`config.mk`:
```
export PLATFORM = sky130hd
export DESIGN_NAME = cycle_sequencer
export DESIGN_NICKNAME = d
export VERILOG_FILES = /design/src/rtl/cycle_sequencer_pkg.sv /design/src/rtl/cycle_sequencer_ret_stack.sv /design/src/rtl/cycle_sequencer.sv
export SDC_FILE = /design/constraint.sdc
export NUM_CORES = 1
export LEC_CHECK = 0
export BUFFER_PORTS_ARGS = -buffer_cell sky130_fd_sc_hd__buf_2
export CORE_ASPECT_RATIO = 1.25
export CORE_MARGIN = 5
export CORE_UTILIZATION = 58
export CTS_BUF_LIST = sky130_fd_sc_hd__clkbuf_8 sky130_fd_sc_hd__clkbuf_16
export DETAILED_ROUTE_END_ITERATION = 6
export PLACE_DENSITY = 0.91
export SLEW_MARGIN = 20
export SYNTH_ARGS = -nofsm -noshare
export SYNTH_HDL_FRONTEND = slang
export SYNTH_HIERARCHICAL = 1
export SYNTH_SLANG_ARGS = --single-unit
export TNS_END_PERCENT = 30
```
`constraint.sdc`:
```
create_clock -name clk -period 5.88 [get_ports clk]
set_input_delay 0.294 -clock clk [delete_from_list [all_inputs] [get_ports clk]]
set_output_delay 0.294 -clock clk [all_outputs]
set_load 0.02 [all_outputs]
```
`src/rtl/cycle_sequencer_pkg.sv`:
```
// Shared types and constants for the
// multi-cycle fetch/exec sequencer.
package cycle_sequencer_pkg;

  localparam int ADDR_W = 19;
  localparam int OP_W   = 5;

  localparam logic [OP_W-1:0] OP_HALT = 5'b11111;
  localparam logic [OP_W-1:0] OP_CALL = 5'b01110;
  localparam logic [OP_W-1:0] OP_RET  = 5'b10001;

  // One-hot state bit positions
  localparam int S_FETCH  = 0;
  localparam int S_DECODE = 1;
  localparam int S_EXEC   = 2;
  localparam int S_MEM    = 3;
  localparam int S_HALT   = 4;

  typedef enum logic [4:0] {
    FETCH  = 5'b00001,
    DECODE = 5'b00010,
    EXEC   = 5'b00100,
    MEM    = 5'b01000,
    HALT   = 5'b10000
  } state_t;

  function automatic logic [ADDR_W-1:0] inc_pc(
    input logic [ADDR_W-1:0] a
  );
    return a + ADDR_W'(1);
  endfunction

endpackage

```
`src/rtl/cycle_sequencer_ret_stack.sv`:
```
// Return-address stack; pointer is reset,
// storage is not.
module ret_stack #(
  parameter int DEPTH = 8,
  parameter int W     = 19
) (
  input  logic         clk,
  input  logic         rst_n,
  input  logic         push,
  input  logic         pop,
  input  logic [W-1:0] din,
  output logic [W-1:0] top,
  output logic         full,
  output logic         empty
);

  localparam int IW = $clog2(DEPTH);
  localparam int PW = IW + 1;

  logic [W-1:0]  mem [DEPTH];
  logic [PW-1:0] sp;
  logic [IW-1:0] widx;
  logic [IW-1:0] ridx;

  assign widx  = sp[IW-1:0];
  assign ridx  = sp[IW-1:0] - IW'(1);
  assign full  = (sp == PW'(DEPTH));
  assign empty = (sp == '0);
  assign top   = mem[ridx];

  // Stack pointer: count of valid entries
  always_ff @(posedge clk or negedge rst_n) begin
    if (!rst_n) begin
      sp <= '0;
    end else if (push && !full) begin
      sp <= sp + PW'(1);
    end else if (pop && !empty) begin
      sp <= sp - PW'(1);
    end
  end

  // Entry storage, written on push only
  always_ff @(posedge clk) begin
    if (push && !full) begin
      mem[widx] <= din;
    end
  end

endmodule

```
`src/rtl/cycle_sequencer.sv`:
```
// Fetch/decode/exec/mem sequencer with pc
// update and return-stack call/return.
module cycle_sequencer
  import cycle_sequencer_pkg::*;
#(
  parameter int STK_DEPTH = 8
) (
  input  logic              clk,
  input  logic              rst_n,
  output logic              imem_req,
  output logic [ADDR_W-1:0] imem_addr,
  input  logic              imem_ack,
  input  logic [ADDR_W-1:0] imem_rdata,
  output logic [ADDR_W-1:0] ir,
  output logic [ADDR_W-1:0] pc,
  input  logic              dec_regwrite,
  input  logic              dec_memwrite,
  input  logic              dec_resultsrc,
  input  logic [1:0]        dec_jump,
  input  logic              dec_push,
  input  logic              dec_pop,
  input  logic [ADDR_W-1:0] target,
  output logic              regwrite_en,
  output logic              dmem_req,
  output logic              memwrite_en,
  input  logic              dmem_ack,
  output logic              halted,
  output logic              stk_ovf,
  output logic              stk_unf
);

  state_t            state;
  logic              in_fetch;
  logic              in_exec;
  logic              in_mem;
  logic              op_halt;
  logic              mem_op;
  logic              stk_push;
  logic              stk_pop;
  logic              stk_full;
  logic              stk_empty;
  logic [ADDR_W-1:0] stk_top;
  logic [ADDR_W-1:0] pc_inc;

  assign in_fetch = state[S_FETCH];
  assign in_exec  = state[S_EXEC];
  assign in_mem   = state[S_MEM];

  assign op_halt = (ir[ADDR_W-1 -: OP_W] == OP_HALT);
  assign mem_op  = dec_memwrite | dec_resultsrc;
  assign pc_inc  = inc_pc(pc);

  assign stk_push = in_exec & ~op_halt & ~mem_op
                  & dec_push & ~stk_full;
  assign stk_pop  = in_exec & ~op_halt & ~mem_op
                  & ~dec_push & dec_pop & ~stk_empty;

  // Strobes are single state bits gated by
  // the stable decode of the latched ir
  assign imem_req    = in_fetch & rst_n;
  assign imem_addr   = pc;
  assign dmem_req    = in_mem;
  assign memwrite_en = in_mem & dec_memwrite;
  assign halted      = state[S_HALT];
  assign regwrite_en =
      (in_exec & dec_regwrite & ~dec_resultsrc)
    | (in_mem & dmem_ack & dec_resultsrc
       & ~dec_memwrite);

  ret_stack #(
    .DEPTH (STK_DEPTH),
    .W     (ADDR_W)
  ) u_stk (
    .clk   (clk),
    .rst_n (rst_n),
    .push  (stk_push),
    .pop   (stk_pop),
    .din   (pc_inc),
    .top   (stk_top),
    .full  (stk_full),
    .empty (stk_empty)
  );

  // Sequencer FSM with pc, ir and sticky flags
  always_ff @(posedge clk or negedge rst_n) begin
    if (!rst_n) begin
      state   <= FETCH;
      pc      <= '0;
      ir      <= '0;
      stk_ovf <= 1'b0;
      stk_unf <= 1'b0;
    end else begin
      unique case (state)
        FETCH: begin
          if (imem_ack) begin
            ir    <= imem_rdata;
            state <= DECODE;
          end
        end
        DECODE: state <= EXEC;
        EXEC: begin
          if (op_halt) begin
            state <= HALT;
          end else if (mem_op) begin
            state <= MEM;
          end else if (dec_push) begin
            if (stk_full) begin
              stk_ovf <= 1'b1;
              state   <= HALT;
            end else begin
              pc    <= target;
              state <= FETCH;
            end
          end else if (dec_pop) begin
            if (stk_empty) begin
              stk_unf <= 1'b1;
              state   <= HALT;
            end else begin
              pc    <= stk_top;
              state <= FETCH;
            end
          end else begin
            if (dec_jump == 2'b01) begin
              pc <= target;
            end else begin
              pc <= pc_inc;
            end
            state <= FETCH;
          end
        end
        MEM: begin
          if (dmem_ack) begin
            pc    <= pc_inc;
            state <= FETCH;
          end
        end
        HALT: state <= HALT;
        default: state <= FETCH;
      endcase
    end
  end

endmodule
```
== Yosys cells after proc, flatten, opt, wreduce, memory -nomap -nowiden ==
Memory sizes are Yosys's and may differ from the RTL's.
Index checks and enable logic that the tools add are counted.
Cells by class
  add/sub/neg operators: 4
  $mul: 0
  divide/modulo/power cells: 0
  magnitude comparators: 0
  eq/ne operators: 14
  shift operators: 0
  multiplexer cells: 22
  bitwise logic cells: 23
  reduce and logical (&&, ||, !) cells: 12
Operator list (count)
  $mux W19: 8
  $mux W5: 8
  $pmux W19 S2: 1
  $pmux W5 S5: 1
  $add A19 B1 Y19 const B: 1
  $and A1 B1 Y1: 14
  $reduce_and A6 Y1: 2
  $eq A5 B5 Y1 const B: 2
  $mux W4: 2
  $ne A2 B2 Y1 const B: 4
  $not A1 Y1: 7
  $eq A5 B1 Y1 const B: 1
  $eq A5 B2 Y1 const B: 1
  $eq A5 B3 Y1 const B: 1
  $eq A5 B4 Y1 const B: 1
  $reduce_and A5 Y1: 1
  $add A4 B1 Y4 const B: 1
  $eq A4 B4 Y1 const B: 1
  $logic_not A4 Y1: 1
  $ne A4 B4 Y1 const B: 1
  $reduce_and A2 Y1: 2
  $reduce_bool A2 Y1: 2
  $sub A4 B1 Y4 const B: 1
  $ne A3 B3 Y1 const B: 1
  other kinds (6): 10
Storage, ports and cells
  register bits: 49
  latch bits: 0
  memory bits (writable): 152
  ROM bits: 0
  memories: 1
Memory list
  u_stk.mem: words 8, width 19, rd ports 1, clocked after Yosys merged registers in 0, write ports 1, line cycle_sequencer_ret_stack.sv:20  | logic [W-1:0] mem [DEPTH];

== Depth between registers and ports, before layout ==
  depth in word-level cells: 10
  depth in mapped cells: 12
  mapped depth without buffers: 10

== Hierarchy ==
The synthesis kept the hierarchy.
Modules (own cells, without submodules)
  ret_stack: instances 1, cells an instance 267, area each 6257.3 sq um, sequential area each 4664.5 sq um
  cycle_sequencer: instances 1, cells an instance 352, area each 2921.6 sq um, sequential area each 1127.3 sq um

== Least setup slack after synthesis ==
OpenSTA, ideal clock, no wires.
  path type: register to register
  from: register u_stk.sp[0]
  to: memory u_stk.mem[0][0], enable pin
  library setup time: 0.419 ns
  arrival time: 3.692 ns
  data required time: 5.461 ns
  path slack: 1.769 ns
  cell stages (with the launch flop): 11
  path through: dfrtp_1 buf_6 buf_4 inv_1 ha_1 nor2b_1 and2_1 nor3b_1 inv_1 a211o_1 nor3_1
Between the ends
  word-level cells in the longest chain between the ends: 6
Ends and longest elaborated chain
  from (decl): line cycle_sequencer_ret_stack.sv:21  | logic [PW-1:0] sp;
  from (signal assigned): line cycle_sequencer_ret_stack.sv:36  | sp <= sp + PW'(1);
  from (signal assigned): line cycle_sequencer_ret_stack.sv:38  | sp <= sp - PW'(1);
  $eq A4 B4 Y1: line cycle_sequencer_ret_stack.sv:27  | assign full = (sp == PW'(DEPTH));
  via stk_full: line cycle_sequencer.sv:40  | logic stk_full;
  $not A1 Y1: line cycle_sequencer.sv:54  | & dec_push & ~stk_full;
  $and A1 B1 Y1: line cycle_sequencer.sv:54
  via stk_push: line cycle_sequencer.sv:38  | logic stk_push;
  $logic_and A1 B1 Y1: line cycle_sequencer_ret_stack.sv:44  | if (push && !full) begin
  $mux W1: line cycle_sequencer_ret_stack.sv:44
  $mux W1 (not written as such): line cycle_sequencer_ret_stack.sv:45  | mem[widx] <= din;
  to (decl): line cycle_sequencer_ret_stack.sv:20
The timed path passes the listed nets, and every way through them passes these cells.

== Worst setup path in the final report ==
  from: register u_stk.sp[1]
  to: memory u_stk.mem[2][14], enable pin
The elaborated chain is that of the path after synthesis.

==> impl_metrics.tcl <==
set metrics [dict create \
    die_w_um 123 \
    rr_worst_depth 9 \
    ys_seq_area_share_pct 63.1 \
    vias_per_cell 6.66 \
    syn_avg_cell_area_um2 14.8 \
    clock_latency_ns 0.48 \
    cp-end-kind "flop" \
    antenna_cells 0 \
    r2r_slack_ns 1.97 \
    htreeDepth 1 \
    cp.arrival_ns 4.08 \
    ant_nets 0 \
    rsz0062_at_grt "no" \
    clkTransAtPathRegs_ns 0.07 \
    hold_path_depth 3 \
    preCtsSetupSlack_ns 2.18 \
    n_fill_cell 1003 \
    power_density_mw_per_mm2 493 \
    die-area_mm2 0.0185 \
    setup_tns_ns 0 \
    drv_cap 0 \
    grt_pass1_wl_um 35800 \
    wl_per_cell_um 24.8 \
    synth_edf_count 152 \
    first_global_vias 6445 \
    crit_type "flop to flop" \
    ctsLongestPathBuffers 3 \
    place_inst 905 \
    dieHeight_um 151 \
    p_leak_nw 4.05 \
    slew_headroom_pct 27.7 \
    grt_antenna_before_repair 0 \
    grt_max_degree 51 \
    dr.pass1.iters 6 \
    outcome "complete, no violations" \
    finalMaxSlewViolations 0 \
    cts_buffers 19 \
    gp_congestion 0.942 \
    holdPathEnd "ir[7]" \
    syn_nets 673 \
    cp_max_fo 11 \
    final-hold-violation-count 0 \
    synthArstFlopShare_pct 24.4 \
    fin_crit_sh_pct 66.5 \
    final_cells 943 \
    r2r-start "u_stk/sp[1]" \
    postLayoutCoreUtil_pct 67.0 \
    layout_min_cycle_time_ns 3.91 \
    synth_top_area_share_pct 49.7 \
    post_dp_cell_area_mm2 0.00977 \
    syn_to_final_growth_pct 13.7 \
    initialDrtViolationCount 858 \
    synthFlopType "edfxtp_1" \
    fmax_ghz 0.256 \
    worstHoldStart "imem_rdata[7]" \
    yosysWarnings 6 \
    setup_violations 0 \
    yosys_register_bits 201 \
    synth.most_common_cell "edfxtp_1" \
    worstPathRequired_ns 6.05 \
    peakVddDrop_uv 321 \
    hold_path.class "input port to flop" \
    clockRootBuffer "clkbuf_16" \
    cts.sinks 201 \
    synth_cell_type_count 63 \
    synth_largest_area_cell "edfxtp_1" \
    fin_ws_ns 1.97 \
    drive_above_1_share_pct 27.6 \
    vias 6282 \
    drc_errors 0 \
    synth_area_mm2 0.00918 \
    hpwlAfterDp_um 14800 \
    syn_inst 619 \
    grt-ovfl-total 0 \
    stdcell_area_mm2 0.0104 \
    initial_core_util_pct 59.0 \
    regToRegEndpoint "u_stk/mem[2][14]" \
    port_buffers 112 \
    start_kind "flop" \
    core_mm2 0.0156 \
    worstMarginPinSlew_ns 1.08 \
    finalClockSkew_ns 0.0136 \
    grt_use_total_pct 25.5 \
    cts_tree "yes" \
    nNetsFinal 773 \
    wl_um 23400 \
    rows 51 \
    io_pins 113 \
    synth.top_cells.by_area "edfxtp_1 50%, dfrtp_1 13%, mux4_1 8.6%" \
    synth_common_cells "152 x edfxtp_1, 80 x nand2_1, 48 x dfrtp_1" \
]
## state kept, by name (all words and copies together) (netlist names)
name,cells
state,5
u_stk/sp,4
imem_addr,19
u_stk/mem,152
stk_unf,1
ir,19
stk_ovf,1
## cells by family after synthesis
kind of cell    synth area share [%]
flops                           63.1
simple gates                    8.96
compound gates                  7.52
buf+inv                         4.28
mux                             13.4
xor+xnor                        2.02
fa+ha+maj                      0.763
## cell type report
cell class	count	area [µm²]	area share [%]
clock buffer	19	475	4.56
sequential	201	5790	55.5
tap	212	265	2.54
clock inverter	14	138	1.32
inverter	11	41.3	0.396
timing repair buffer	130	708	6.79
multi-input combinational	356	3010	28.9
## cells in the final DEF (no fill, tap or decap), types with 6 or more instances in the layout
master     instances
o21ai_0           15
a22o_1            10
a21oi_1           11
inv_1             13
buf_2            112
buf_4             13
edfxtp_1         152
xor2_1             9
dfrtp_1           47
nand2_1           80
mux4_2             8
clkbuf_16         19
o22ai_1            7
a221oi_1          10
mux4_1            30
nor2_1            39
a22oi_1            6
nand4_1            7
mux2_2            22
xnor2_1            9
nand3_1           10
## through the flow
| stage | hold WS [ns] | power [mW] |
|---|---|---|
| global route | 0.00968 | 5.35 |
| detailed placement | 0.462 | 3.92 |
| CTS | 0.00174 | 5.13 |
| finish | 0.0142 | 5.15 |
| floorplan | -0.00159 | 3.46 |
| global placement | 0.447 | 3.81 |
## worst max-delay path, cell delays in order, from the launching register on
cell     delay, ns
dfrtp_1       0.54
inv_1         0.12
ha_2          0.24
nor2b_1       0.16
and2_1        0.21
nor3b_1       0.65
inv_1         0.15
a211o_1       0.37
nor2_1        0.78
buf_4         0.37
## what timing repair did
item	CTS	global route
setup buffers	0	0
endpoints found under the hold margin	52	0
hold buffers	5	0
resized for setup	0	0
## power by group
part	total (mW)	switching, mW	internal, mW
logic	1.86	1.11	0.745
registers	2.08	0.242	1.84
clock network	1.21	0.525	0.685
total	5.15	1.88	3.27
## per-layer routing
layer / global-route usage, % / wire length, µm / share of wire [%] / up-vias
met5: 0 / 0 / 0 / -
met4: 10.0 / 872 / 3.7 / 0
met3: 5.22 / 2780 / 12 / 86
met2: 43.2 / 11500 / 49 / 519
met1: 32.3 / 8220 / 35 / 3085
li1: - / - / - / 2592
## worst max-delay path by stage
stage                     start          endpoint  slack, ns
floorplan           u_stk/sp[0]   u_stk/mem[0][0]       1.77
finish              u_stk/sp[1]  u_stk/mem[2][14]       1.97
CTS                 u_stk/sp[1]  u_stk/mem[2][18]       2.08
global placement    u_stk/sp[1]  u_stk/mem[3][16]       2.38
global route        u_stk/sp[1]  u_stk/mem[2][14]       1.84
detailed placement  u_stk/sp[1]  u_stk/mem[2][13]       2.18
No activity file was read; power rests on OpenSTA's default activity.
